$ cat src/rtl/pc_redirect_ctrl_pkg.sv
// Shared definitions for the PC redirect controller.
//   state_t : FSM state encodings (RUN / HOLD)
//   kind_t  : redirect source encodings (NONE / BR / JR / JMP)
//   PC_STEP : sequential fetch increment in bytes
package pc_redirect_ctrl_pkg;

  typedef enum logic [1:0] {
    ST_RUN  = 2'd0,
    ST_HOLD = 2'd1
  } state_t;

  typedef enum logic [1:0] {
    KIND_NONE = 2'd0,
    KIND_BR   = 2'd1,
    KIND_JR   = 2'd2,
    KIND_JMP  = 2'd3
  } kind_t;

  localparam logic [31:0] PC_STEP = 32'd4;

endpackage

$ cat src/rtl/pc_redirect_ctrl_jump_target_calc.sv
// Combinational relative-jump target generator.
//   jmp_field  in  26  instr[25:0] of the J/JAL
//   jmp_pc     in  32  PC of the jump instruction
//   target     out 32  (jmp_pc + 4) + (sign_extend(jmp_field) << 2), mod 2^32
module jump_target_calc
  import pc_redirect_ctrl_pkg::*;
(
  input  logic [25:0] jmp_field,
  input  logic [31:0] jmp_pc,
  output logic [31:0] target
);

  logic [31:0] offset;

  // Sign-extending to 32 bits and shifting left by 2 drops the top two
  // extension bits, so only four copies of the sign bit survive.
  assign offset = {{4{jmp_field[25]}}, jmp_field, 2'b00};
  assign target = jmp_pc + PC_STEP + offset;

endmodule

$ cat src/rtl/pc_redirect_ctrl.sv
// Next-PC sequencer for the pipelined MIPS core.
//   Clk, Reset        clock, asynchronous active-high reset
//   stall_i           hazard stall; PC and pending state hold
//   br_req_i/target   EX-stage taken branch (highest priority)
//   jr_req_i/addr     ID-stage JR
//   jmp_req_i/field/pc ID-stage J/JAL, relative target
//   pc_o              registered PC
//   flush_ifid_o      clear IF/ID on the coming edge (combinational)
//   flush_idex_o      clear ID/EX on the coming edge (branch redirects only)
//   pending_o         a redirect is held across a stall
//   redirect_cnt_o    saturating count of applied redirects
module pc_redirect_ctrl
  import pc_redirect_ctrl_pkg::*;
#(
  parameter logic [31:0] RESET_PC = 32'h0000_0000,
  parameter int          CNT_W    = 16
) (
  input  logic             Clk,
  input  logic             Reset,
  input  logic             stall_i,
  input  logic             br_req_i,
  input  logic [31:0]      br_target_i,
  input  logic             jr_req_i,
  input  logic [31:0]      jr_addr_i,
  input  logic             jmp_req_i,
  input  logic [25:0]      jmp_field_i,
  input  logic [31:0]      jmp_pc_i,
  output logic [31:0]      pc_o,
  output logic             flush_ifid_o,
  output logic             flush_idex_o,
  output logic             pending_o,
  output logic [CNT_W-1:0] redirect_cnt_o
);

  state_t           state_reg, state_next;
  logic [31:0]      pc_reg, pc_next;
  kind_t            pend_kind_reg, pend_kind_next;
  logic [31:0]      pend_target_reg, pend_target_next;
  logic [CNT_W-1:0] cnt_reg, cnt_next;

  logic [31:0] jmp_target;
  kind_t       win_kind;
  logic [31:0] win_target;
  logic        apply;
  kind_t       apply_kind;

  jump_target_calc u_jump_target_calc (
    .jmp_field (jmp_field_i),
    .jmp_pc    (jmp_pc_i),
    .target    (jmp_target)
  );

  // The EX-stage branch belongs to the older instruction, so it wins.
  always_comb begin
    win_kind   = KIND_NONE;
    win_target = '0;
    if (br_req_i) begin
      win_kind   = KIND_BR;
      win_target = br_target_i;
    end else if (jr_req_i) begin
      win_kind   = KIND_JR;
      win_target = jr_addr_i;
    end else if (jmp_req_i) begin
      win_kind   = KIND_JMP;
      win_target = jmp_target;
    end
  end

  always_comb begin
    state_next       = state_reg;
    pc_next          = pc_reg;
    pend_kind_next   = pend_kind_reg;
    pend_target_next = pend_target_reg;
    apply            = 1'b0;
    apply_kind       = KIND_NONE;

    case (state_reg)
      ST_HOLD: begin
        if (stall_i) begin
          // A fresh branch overrides a pending ID-stage redirect, but a
          // pending branch is already the oldest and stays put.
          if (br_req_i && (pend_kind_reg != KIND_BR)) begin
            pend_kind_next   = KIND_BR;
            pend_target_next = br_target_i;
          end
        end else begin
          apply      = 1'b1;
          state_next = ST_RUN;
          if (br_req_i) begin
            apply_kind = KIND_BR;
            pc_next    = br_target_i;
          end else begin
            apply_kind = pend_kind_reg;
            pc_next    = pend_target_reg;
          end
          pend_kind_next   = KIND_NONE;
          pend_target_next = '0;
        end
      end
      default: begin
        if (!stall_i) begin
          if (win_kind != KIND_NONE) begin
            apply      = 1'b1;
            apply_kind = win_kind;
            pc_next    = win_target;
          end else begin
            pc_next = pc_reg + PC_STEP;
          end
        end else if (win_kind != KIND_NONE) begin
          pend_kind_next   = win_kind;
          pend_target_next = win_target;
          state_next       = ST_HOLD;
        end
      end
    endcase
  end

  always_comb begin
    cnt_next = cnt_reg;
    if (apply && (cnt_reg != {CNT_W{1'b1}})) begin
      cnt_next = cnt_reg + {{(CNT_W-1){1'b0}}, 1'b1};
    end
  end

  always_ff @(posedge Clk or posedge Reset) begin
    if (Reset) begin
      state_reg       <= ST_RUN;
      pc_reg          <= RESET_PC;
      pend_kind_reg   <= KIND_NONE;
      pend_target_reg <= '0;
      cnt_reg         <= '0;
    end else begin
      state_reg       <= state_next;
      pc_reg          <= pc_next;
      pend_kind_reg   <= pend_kind_next;
      pend_target_reg <= pend_target_next;
      cnt_reg         <= cnt_next;
    end
  end

  assign pc_o           = pc_reg;
  assign pending_o      = (state_reg == ST_HOLD);
  assign redirect_cnt_o = cnt_reg;
  assign flush_ifid_o   = apply;
  assign flush_idex_o   = apply && (apply_kind == KIND_BR);

endmodule

$ cat config.mk
export PLATFORM = sky130hd
export DESIGN_NAME = pc_redirect_ctrl
export DESIGN_NICKNAME = d
export VERILOG_FILES = /design/src/rtl/pc_redirect_ctrl_pkg.sv /design/src/rtl/pc_redirect_ctrl_jump_target_calc.sv /design/src/rtl/pc_redirect_ctrl.sv
export SDC_FILE = /design/constraint.sdc
export NUM_CORES = 1
export LEC_CHECK = 0
export ABC_CLOCK_PERIOD_IN_PS = 6000
export CAP_MARGIN = 20
export CORE_MARGIN = 10
export CORE_UTILIZATION = 55
export CTS_CLUSTER_DIAMETER = 100
export CTS_CLUSTER_SIZE = 40
export DETAILED_ROUTE_END_ITERATION = 8
export PLACE_DENSITY_LB_ADDON = 0.15
export SKIP_LAST_GASP = 1
export SLEW_MARGIN = 15
export SYNTH_ARGS = -nofsm -noshare
export SYNTH_HDL_FRONTEND = slang
export SYNTH_HIERARCHICAL = 1
export SYNTH_SLANG_ARGS = --single-unit
$ cat constraint.sdc
create_clock -name Clk -period 6 [get_ports Clk]
set_clock_uncertainty 0.15 [all_clocks]
set_input_delay 1.2 -clock Clk [delete_from_list [all_inputs] [get_ports Clk]]
set_output_delay 1.2 -clock Clk [all_outputs]
set_load 0.1 [all_outputs]
Yosys cells after proc, flatten, opt, wreduce, memory -nomap -nowiden
Index checks and enable logic that the tools add are counted.
Operators by class
  shift-type cells: 0
  mux-type cells: 34
  equality and inequality tests: 6
  bitwise logic cells: 0
  divide/modulo/power cells: 0
  add/sub/neg operators: 4
  multiply operators: 0
  magnitude comparators: 0
  reductions and logical operators: 8
Operators by type and width (count)
  32-bit two-way mux: 13
  32-bit by 3-bit adder with 32-bit output (second input constant): 2
  2-bit two-way mux: 17
  32-bit adder: 1
  16-bit by 1-bit adder with 16-bit output (second input constant): 1
  16-bit inequality test (second input constant): 1
  3-bit AND reduction: 2
  2-bit nonzero test: 3
  2-bit by 1-bit equality test with 1-bit output (second input constant): 2
  1-bit two-way mux: 4
  1-bit logical AND: 3
  3-bit by 2-bit inequality test with 1-bit output (second input constant): 1
  2-bit by 1-bit inequality test with 1-bit output (second input constant): 1
  2-bit inequality test (second input constant): 1
Storage, ports and cells
  word-level logic and storage cells: 57
  ROM bits: 0
  output and inout port bits: 51
  memories kept: 0
  bits in latches: 0
  input bits: 128
  memory bits (writable): 0
  register bits: 84

Longest topological paths before layout
Gate-level depths: netlist of run 1.
  depth after elaboration: 9
  gate-level depth with buffers: 15
  depth with buffers taken out: 15

By module
The synthesis of run 1 kept the hierarchy.
Modules (own cells, without submodules)
  pc_redirect_ctrl: cells each 647, area each 5402.7 um2, seq. area each 2077.0 um2, times used 1
  jump_target_calc: cells each 256, area each 2097.0 um2, seq. area each 0.0 um2, times used 1

Worst setup path before layout of run 1
Ideal clock, no wire load.
  kind: input-to-output
  start point: input stall_i
  end point: output flush_idex_o
  data required time: 4650 ps
  stages: 4
  buffers on the path: 3
  path slack: 1411 ps
  arrival: 3239 ps
  cells stage by stage: clkbuf_1 -> clkbuf_1 -> clkbuf_1 -> a21oi_1
On the way
  word-level cells in the longest chain between the ends: 4
  elaborated cells on any way between the ends: 8
  classes of those cells: 1 x eq/ne; 6 x mux; 1 x reduce/logical
Ends and longest elaborated chain
  start: declaration: line pc_redirect_ctrl.sv:20  | input logic stall_i,
  2-bit two-way mux (on tied branches): line pc_redirect_ctrl.sv:101, pc_redirect_ctrl.sv:79
  2-bit two-way mux: line pc_redirect_ctrl.sv:77  | case (state_reg)
  2-bit by 1-bit equality test with 1-bit output: line pc_redirect_ctrl.sv:145  | assign flush_idex_o = apply && (apply_kind == KIND_BR);
  1-bit logical AND (*): line pc_redirect_ctrl.sv:145
  end: declaration: line pc_redirect_ctrl.sv:30  | output logic flush_idex_o,
Every way passes the cells marked *; elsewhere a longest branch is shown, timed or not.

Worst setup path in the final report of run 1
  start point: input jmp_field_i[1]
  end point: register pc_reg[27], in the netlist pc_o[27]
On the way
  word-level cells in the longest chain between the ends: 7
Ends and longest elaborated chain
  start: declaration: line pc_redirect_ctrl.sv:26  | input logic [25:0] jmp_field_i,
  32-bit adder: line pc_redirect_ctrl_jump_target_calc.sv:18  | assign target = jmp_pc + PC_STEP + offset;
  named net jmp_target[27]: line pc_redirect_ctrl.sv:41  | logic [31:0] jmp_target;
  32-bit two-way mux: line pc_redirect_ctrl.sv:63  | end else if (jmp_req_i) begin
  32-bit two-way mux: line pc_redirect_ctrl.sv:60  | end else if (jr_req_i) begin
  32-bit two-way mux: line pc_redirect_ctrl.sv:57  | if (br_req_i) begin
  32-bit two-way mux: line pc_redirect_ctrl.sv:102  | if (win_kind != KIND_NONE) begin
  32-bit two-way mux: line pc_redirect_ctrl.sv:101  | if (!stall_i) begin
  32-bit two-way mux: line pc_redirect_ctrl.sv:77
  end signal: assignment: line pc_redirect_ctrl.sv:134  | pc_reg <= pc_next;
  end: declaration: line pc_redirect_ctrl.sv:36  | logic [31:0] pc_reg, pc_next;
The timed path passes the listed nets, and every way through them passes these cells. The select of a mux whose other input is x is not followed.
A chain may end at the register's enable or synchronous reset.

==> results of run 1 <==
cells by family after synthesis:
kind of cell | count (synthesis) | synth area share, %
adder cells (fa/ha/maj) | 60 | 10.1
buffers and inverters | 80 | 4.57
multiplexers | 12 | 1.77
AND/OR/NAND/NOR | 308 | 21.1
flip-flops | 83 | 27.7
XOR/XNOR | 34 | 3.97
AO/OA/AOI/OAI | 326 | 30.7
metal layers:
metal | wire, um | track usage, % | up-vias | share of wire, %
li1 | - | - | 3752 | -
met1 | 10200 | 35.1 | 3794 | 40
met2 | 11700 | 41.6 | 545 | 46
met3 | 3090 | 6.63 | 62 | 12
met4 | 574 | 8.08 | 0 | 2.2
met5 | 0 | 0 | - | 0
worst paths after layout:
path | from | endpoint | slack [ps] | depth (start not counted)
setup / recovery | jmp_field_i[1] | pc_o[27] | 1210 | 14
hold / removal | pc_o[1] | pc_o[1] | 330 | 2
setup reg to reg | state_reg[0] | pc_o[25] | 2990 | 5
hold reg to reg | pc_o[1] | pc_o[1] | 330 | 2
max in group asynchronous | Reset | pend_target_reg[2] | 3570 | 3
min in group asynchronous | Reset | pc_o[21] | 1090 | 2
worst register-to-register path: cells and delay by family, from the launching register on:
family	cells	cell delay (ps)
flops	1	540
simple gates	4	1890
buf+inv	1	360
placed cells by master, fill, tap and decap left out, types with 4 or more instances in the layout:
cell type,n
a31oi_1,10
o21ai_1,34
o21ai_0,46
a221oi_1,10
o221ai_1,11
o32ai_1,4
nor2_1,61
nor4_1,10
dfrtp_1,83
buf_4,15
a21o_1,14
o22ai_1,8
a221o_1,19
o31ai_1,5
nor3_1,19
mux2_2,7
a21oi_1,64
a211oi_1,8
o211ai_1,6
o311ai_1,5
nand2b_1,12
nand2_1,92
ha_1,59
a22oi_1,19
and2_1,7
o21a_1,7
and4_1,5
a22o_1,8
nand4_1,17
inv_1,20
clkbuf_16,9
bufinv_16,4
or4_1,5
clkdlybuf4s50_1,174
xnor2_1,18
a32oi_1,7
nor2b_1,10
xor2_1,16
and3_1,11
nand3_1,31
final cells by class:
class / count / area, um2
antenna: 2 / 5.00
fill: 1070 / 3570
sequential: 83 / 2080
multi-input combinational: 740 / 5090
timing repair buffer: 192 / 1880
tap: 176 / 220
inverter: 23 / 87.6
clock buffer: 9 / 225
clock inverter: 7 / 140
report_power, final:
group	switching (mW)	total, mW	internal (mW)
clock	0.238	0.686	0.448
combinational	0.848	1.27	0.417
sequential	0.106	0.756	0.650
==> flow_summary.json, run 1 <==
{
  "pre_cts_ws_ps": 892,
  "tritoncts": "done",
  "dpl-instance-area_um2": 9360,
  "setup_ws_ps": 1210,
  "wl_um": 25500,
  "instances_no_fill": 1232,
  "period_minus_slack_ps": 4790,
  "post_cts_buffers": 0,
  "grt_use_total_pct": 26.5,
  "path_delay_family": "compound AO/OA/AOI/OAI gates",
  "h-tree-depth": 3,
  "total_leakage_power_nw": 3.96,
  "die_height_um": 137,
  "relSlewSlack_pct": 30.2,
  "synth.most_common_cell": "nand2_1",
  "cp-end-kind": "flip-flop",
  "crit_path_start_kind": "primary input",
  "crit_path_max_incr_delay_ps": 470,
  "ant_nets": 0,
  "cp_num_buf_inv": 1,
  "syn_area_per_cell_um2": 8.31,
  "fin_nets": 1237,
  "cpMostUsedCell": "ha_1",
  "hold_ws_ps": 330,
  "ys_seq_area_share_pct": 27.7,
  "final.setup.tns_ps": 0,
  "worstPathArrival_ps": 4850,
  "power_mw": 2.71,
  "core_area_um2": 13300,
  "rsz0062_at_grt": "no",
  "worst_path_max_delay_cell": "a2111oi_0",
  "cts_sinks": 83,
  "synthTopCellsByCount": "nand2_1 (92), dfrtp_1 (83), a21oi_1 (64), nor2_1 (61), ha_1 (59)",
  "synth_edf_count": 0,
  "yosysTopAreaCell": "dfrtp_1",
  "ys_top_cells_by_area": "dfrtp_1 (28%), ha_1 (9.8%), nand2_1 (4.6%)",
  "status": "completed",
  "async_flop_share_pct": 100,
  "placed_cells": 1214,
  "drive_gt1_share_pct": 7.12,
  "die_w_um": 137,
  "fin_crit_sh_pct": 79.9,
  "crit_type": "in -> reg",
  "synth_flop_cell": "dfrtp_1",
  "cts.clk_slew.worst_paths_ps": 60,
  "area_growth_pct": 29.7,
  "syn_nets": 1091,
  "synth_top_area_share_pct": 27.7,
  "yosysWarnings": 6,
  "irDropWorstVdd_v": 0.000200,
  "routedWlPerCell_um": 20.7,
  "grt_first_pass_wirelength_um": 40300,
  "maxSlewViolCount": 0,
  "portBuffers": 178,
  "gp_congestion": 0.961,
  "grt-ovfl-total": 0,
  "synth_cell_types": 94,
  "post-route-util_pct": 73.2,
  "hold_viol_final": 0,
  "finalSetupViolCount": 0,
  "cap_violations": 0,
  "yosys_register_bits": 83,
  "worst_pin_slew_ps": 1040,
  "power_density_nw_per_um2": 278,
  "fp-row-count": 42,
  "hp-class": "reg -> reg",
  "grt_max_degree": 61,
  "via_per_inst": 6.62,
  "antenna_found_initial": 2,
  "worstPathRequired_ps": 6060,
  "start_util_pct": 56.4,
  "clock.fmax_mhz": 209,
  "design.die.area_um2": 18700,
  "route.detailed.drc": 0,
  "ios": 179,
  "grt_pass1_vias": 7621,
  "synth_cells": 903,
  "dp_hpwl_um": 19300,
  "cts_root_buffer": "clkbuf_16",
  "crit_fanout": 4,
  "drt_iter0_drc": 1255,
  "numCtsBuffers": 9,
  "netlist_area_um2": 7500,
  "crit_chain": "clkdlybuf4s50_1 -> ha_1 -> ha_1 -> fa_1 -> a211oi_1 -> o21ai_1 -> o2111ai_2 -> a21oi_1 -> a221o_1 -> a211o_1 -> a22oi_1 -> nor2_1 -> a2111oi_0 -> nor4_1",
  "dr.pass1.iters": 6,
  "ctsHoldBuffers": 0,
  "insertion_delay_ps": 340,
  "clockBufferDepth": 2,
  "cts_resized": 0,
  "vias": 8153,
  "stdcell_area_um2": 9730
}
Note: power is estimated with default switching activity, not from simulation.
==> inputs of run 2 (changes only) <==
--- a/config.mk
+++ b/config.mk
@@ -5,10 +5,10 @@
 export SDC_FILE = /design/constraint.sdc
 export NUM_CORES = 1
 export LEC_CHECK = 0
-export ABC_CLOCK_PERIOD_IN_PS = 6000
+export ABC_CLOCK_PERIOD_IN_PS = 4950
 export CAP_MARGIN = 20
 export CORE_MARGIN = 10
-export CORE_UTILIZATION = 55
+export CORE_UTILIZATION = 51
 export CTS_CLUSTER_DIAMETER = 100
 export CTS_CLUSTER_SIZE = 40
 export DETAILED_ROUTE_END_ITERATION = 8
==> constraint.sdc (replaced) <==
create_clock -name Clk -period 4.95 [get_ports Clk]
set_clock_uncertainty 0.15 [all_clocks]
set_input_delay 0.99 -clock Clk [delete_from_list [all_inputs] [get_ports Clk]]
set_output_delay 0.99 -clock Clk [all_outputs]
set_load 0.1 [all_outputs]
==> flow_summary.json, run 2 (synthesis results as in run 1) <==
{
  "post_cts_buffers": 0,
  "cts_sinks": 83,
  "insertion_delay_ps": 340,
  "hp-class": "reg -> reg",
  "clock.fmax_mhz": 223,
  "area_growth_pct": 29.3,
  "post-route-util_pct": 67.0,
  "antenna_found_initial": 0,
  "hold_viol_final": 0,
  "worstPathArrival_ps": 4540,
  "fin_crit_sh_pct": 90.4,
  "h-tree-depth": 3,
  "start_util_pct": 51.8,
  "worst_pin_slew_ps": 989,
  "antenna_cells": 0,
  "use_met2_pct": 36.8,
  "grt-ovfl-total": 0,
  "critPathLaunch": "jmp_field_i[1]",
  "gp_congestion": 0.940,
  "grt-busiest-layer": "met2",
  "total_leakage_power_nw": 3.95,
  "whs_path_depth": 2,
  "ios": 179,
  "grt_pass1_vias": 7563,
  "finalSetupViolCount": 0,
  "dr.pass1.iters": 6,
  "ff_latch_area_um2": 2080,
  "cp_num_buf_inv": 1,
  "die_w_um": 141,
  "grt_use_met3_pct": 6.11,
  "dp_hpwl_um": 19400,
  "reg2reg_from": "state_reg[0]",
  "wl_um": 25300,
  "cpMostUsedCell": "ha_1",
  "min-delay-start": "pend_target_reg[8]",
  "status": "completed",
  "crit_path_max_incr_delay_ps": 420,
  "stdcell_area_um2": 9700,
  "worstPathRequired_ps": 5010,
  "relSlewSlack_pct": 33.9,
  "fin_nets": 1240,
  "ctsHoldBuffers": 0,
  "crit_fanout": 4,
  "design.die.area_um2": 20000,
  "instances_no_fill": 1241,
  "drive_gt1_share_pct": 7.28,
  "num-fill-cells": 1243,
  "path_depth": 14,
  "grt_use_total_pct": 24.4,
  "irDropWorstVdd_v": 0.000233,
  "die_height_um": 141,
  "routedWlPerCell_um": 20.4,
  "fp-row-count": 44,
  "r2r_cells": 7,
  "tritoncts": "done",
  "crit_type": "in -> reg",
  "drt_iter0_drc": 744,
  "cap_violations": 0,
  "final.setup.tns_ps": 0,
  "grt_first_pass_wirelength_um": 40200,
  "grt_max_degree": 56,
  "cts_root_buffer": "clkbuf_16",
  "period_minus_slack_ps": 4480,
  "ant_nets": 0,
  "placed_cells": 1225,
  "multi_input_area_um2": 5090,
  "core_area_um2": 14500,
  "rsz0062_at_grt": "no",
  "dpl-instance-area_um2": 9400,
  "gr-usage-met1_pct": 33.7,
  "cts.clk_slew.worst_paths_ps": 60,
  "power_density_nw_per_um2": 323,
  "numCtsBuffers": 9,
  "portBuffers": 178,
  "vias": 7902,
  "crit_path_start_kind": "primary input",
  "cts_resized": 0,
  "final_cell_mix": "clkdlybuf4s50_1 (174), nand2_1 (92), dfrtp_1 (83)",
  "crit_chain": "clkdlybuf4s50_1 -> ha_1 -> ha_1 -> fa_1 -> a211oi_1 -> o21ai_1 -> o2111ai_2 -> a21oi_1 -> a221o_1 -> a211o_1 -> a22oi_1 -> nor2_1 -> a2111oi_0 -> nor4_1",
  "path_delay_family": "compound AO/OA/AOI/OAI gates",
  "maxSlewViolCount": 0,
  "cp-end-kind": "flip-flop",
  "clockBufferDepth": 2,
  "route.detailed.drc": 0,
  "via_per_inst": 6.37,
  "worst_path_max_delay_cell": "fa_1",
  "layout_commonest_cell": "clkdlybuf4s50_1"
}
==> run 2: cell types whose count changed in the layout (fill, tap and decap cells not counted), moves of 2 or more <==
cell       change
bufinv_16      -3
buf_4          +2
clkinv_2       +2
diode_2        -2
==> run 2: path summary, 6_finish.rpt <==
check                                       to  slack (ps)
max reg2reg                pend_target_reg[23]        2140
min reg2reg                 pend_target_reg[8]         330
max in group asynchronous   pend_target_reg[4]        2680
min in group asynchronous   redirect_cnt_o[11]         840
min                         pend_target_reg[8]         330
max                                   pc_o[27]         470
==> run 2: layer usage <==
metal | up-vias | wire length [um]
li1 | 3749 | -
met5 | - | 0
met3 | 42 | 2670
met2 | 422 | 11200
met1 | 3689 | 10900
met4 | 0 | 526
==> run 2: where the power goes <==
part	switching, mW	internal [mW]	total (mW)
Clock	0.283	0.403	0.686
Sequential	0.130	0.788	0.918
Combinational	1.02	0.509	1.53
==> run 2: worst min-delay path, stage by stage (launching register included) <==
cell and delay (ps):
dfrtp_1 340, nand2_1 50, o21ai_1 60
==> run 2: final cells by class <==
type                            count  area share (%)
Clock buffer                       11            2.50
Clock inverter                      5           0.542
Inverter                           23           0.903
Multi-Input combinational cell    740            52.5
Sequential cell                    83            21.4
Tap cell                          184            2.37
Timing Repair Buffer              195            19.8
==> run 2: metrics by stage <==
stage	total power [mW]	setup WS, ps	hold WS (ps)
2_1_floorplan	2.00	598	290
3_3_place_gp	2.43	178	311
3_5_place_dp	2.44	150	321
4_1_cts	3.12	488	334
5_1_grt	3.28	205	356
6_report	3.13	475	333
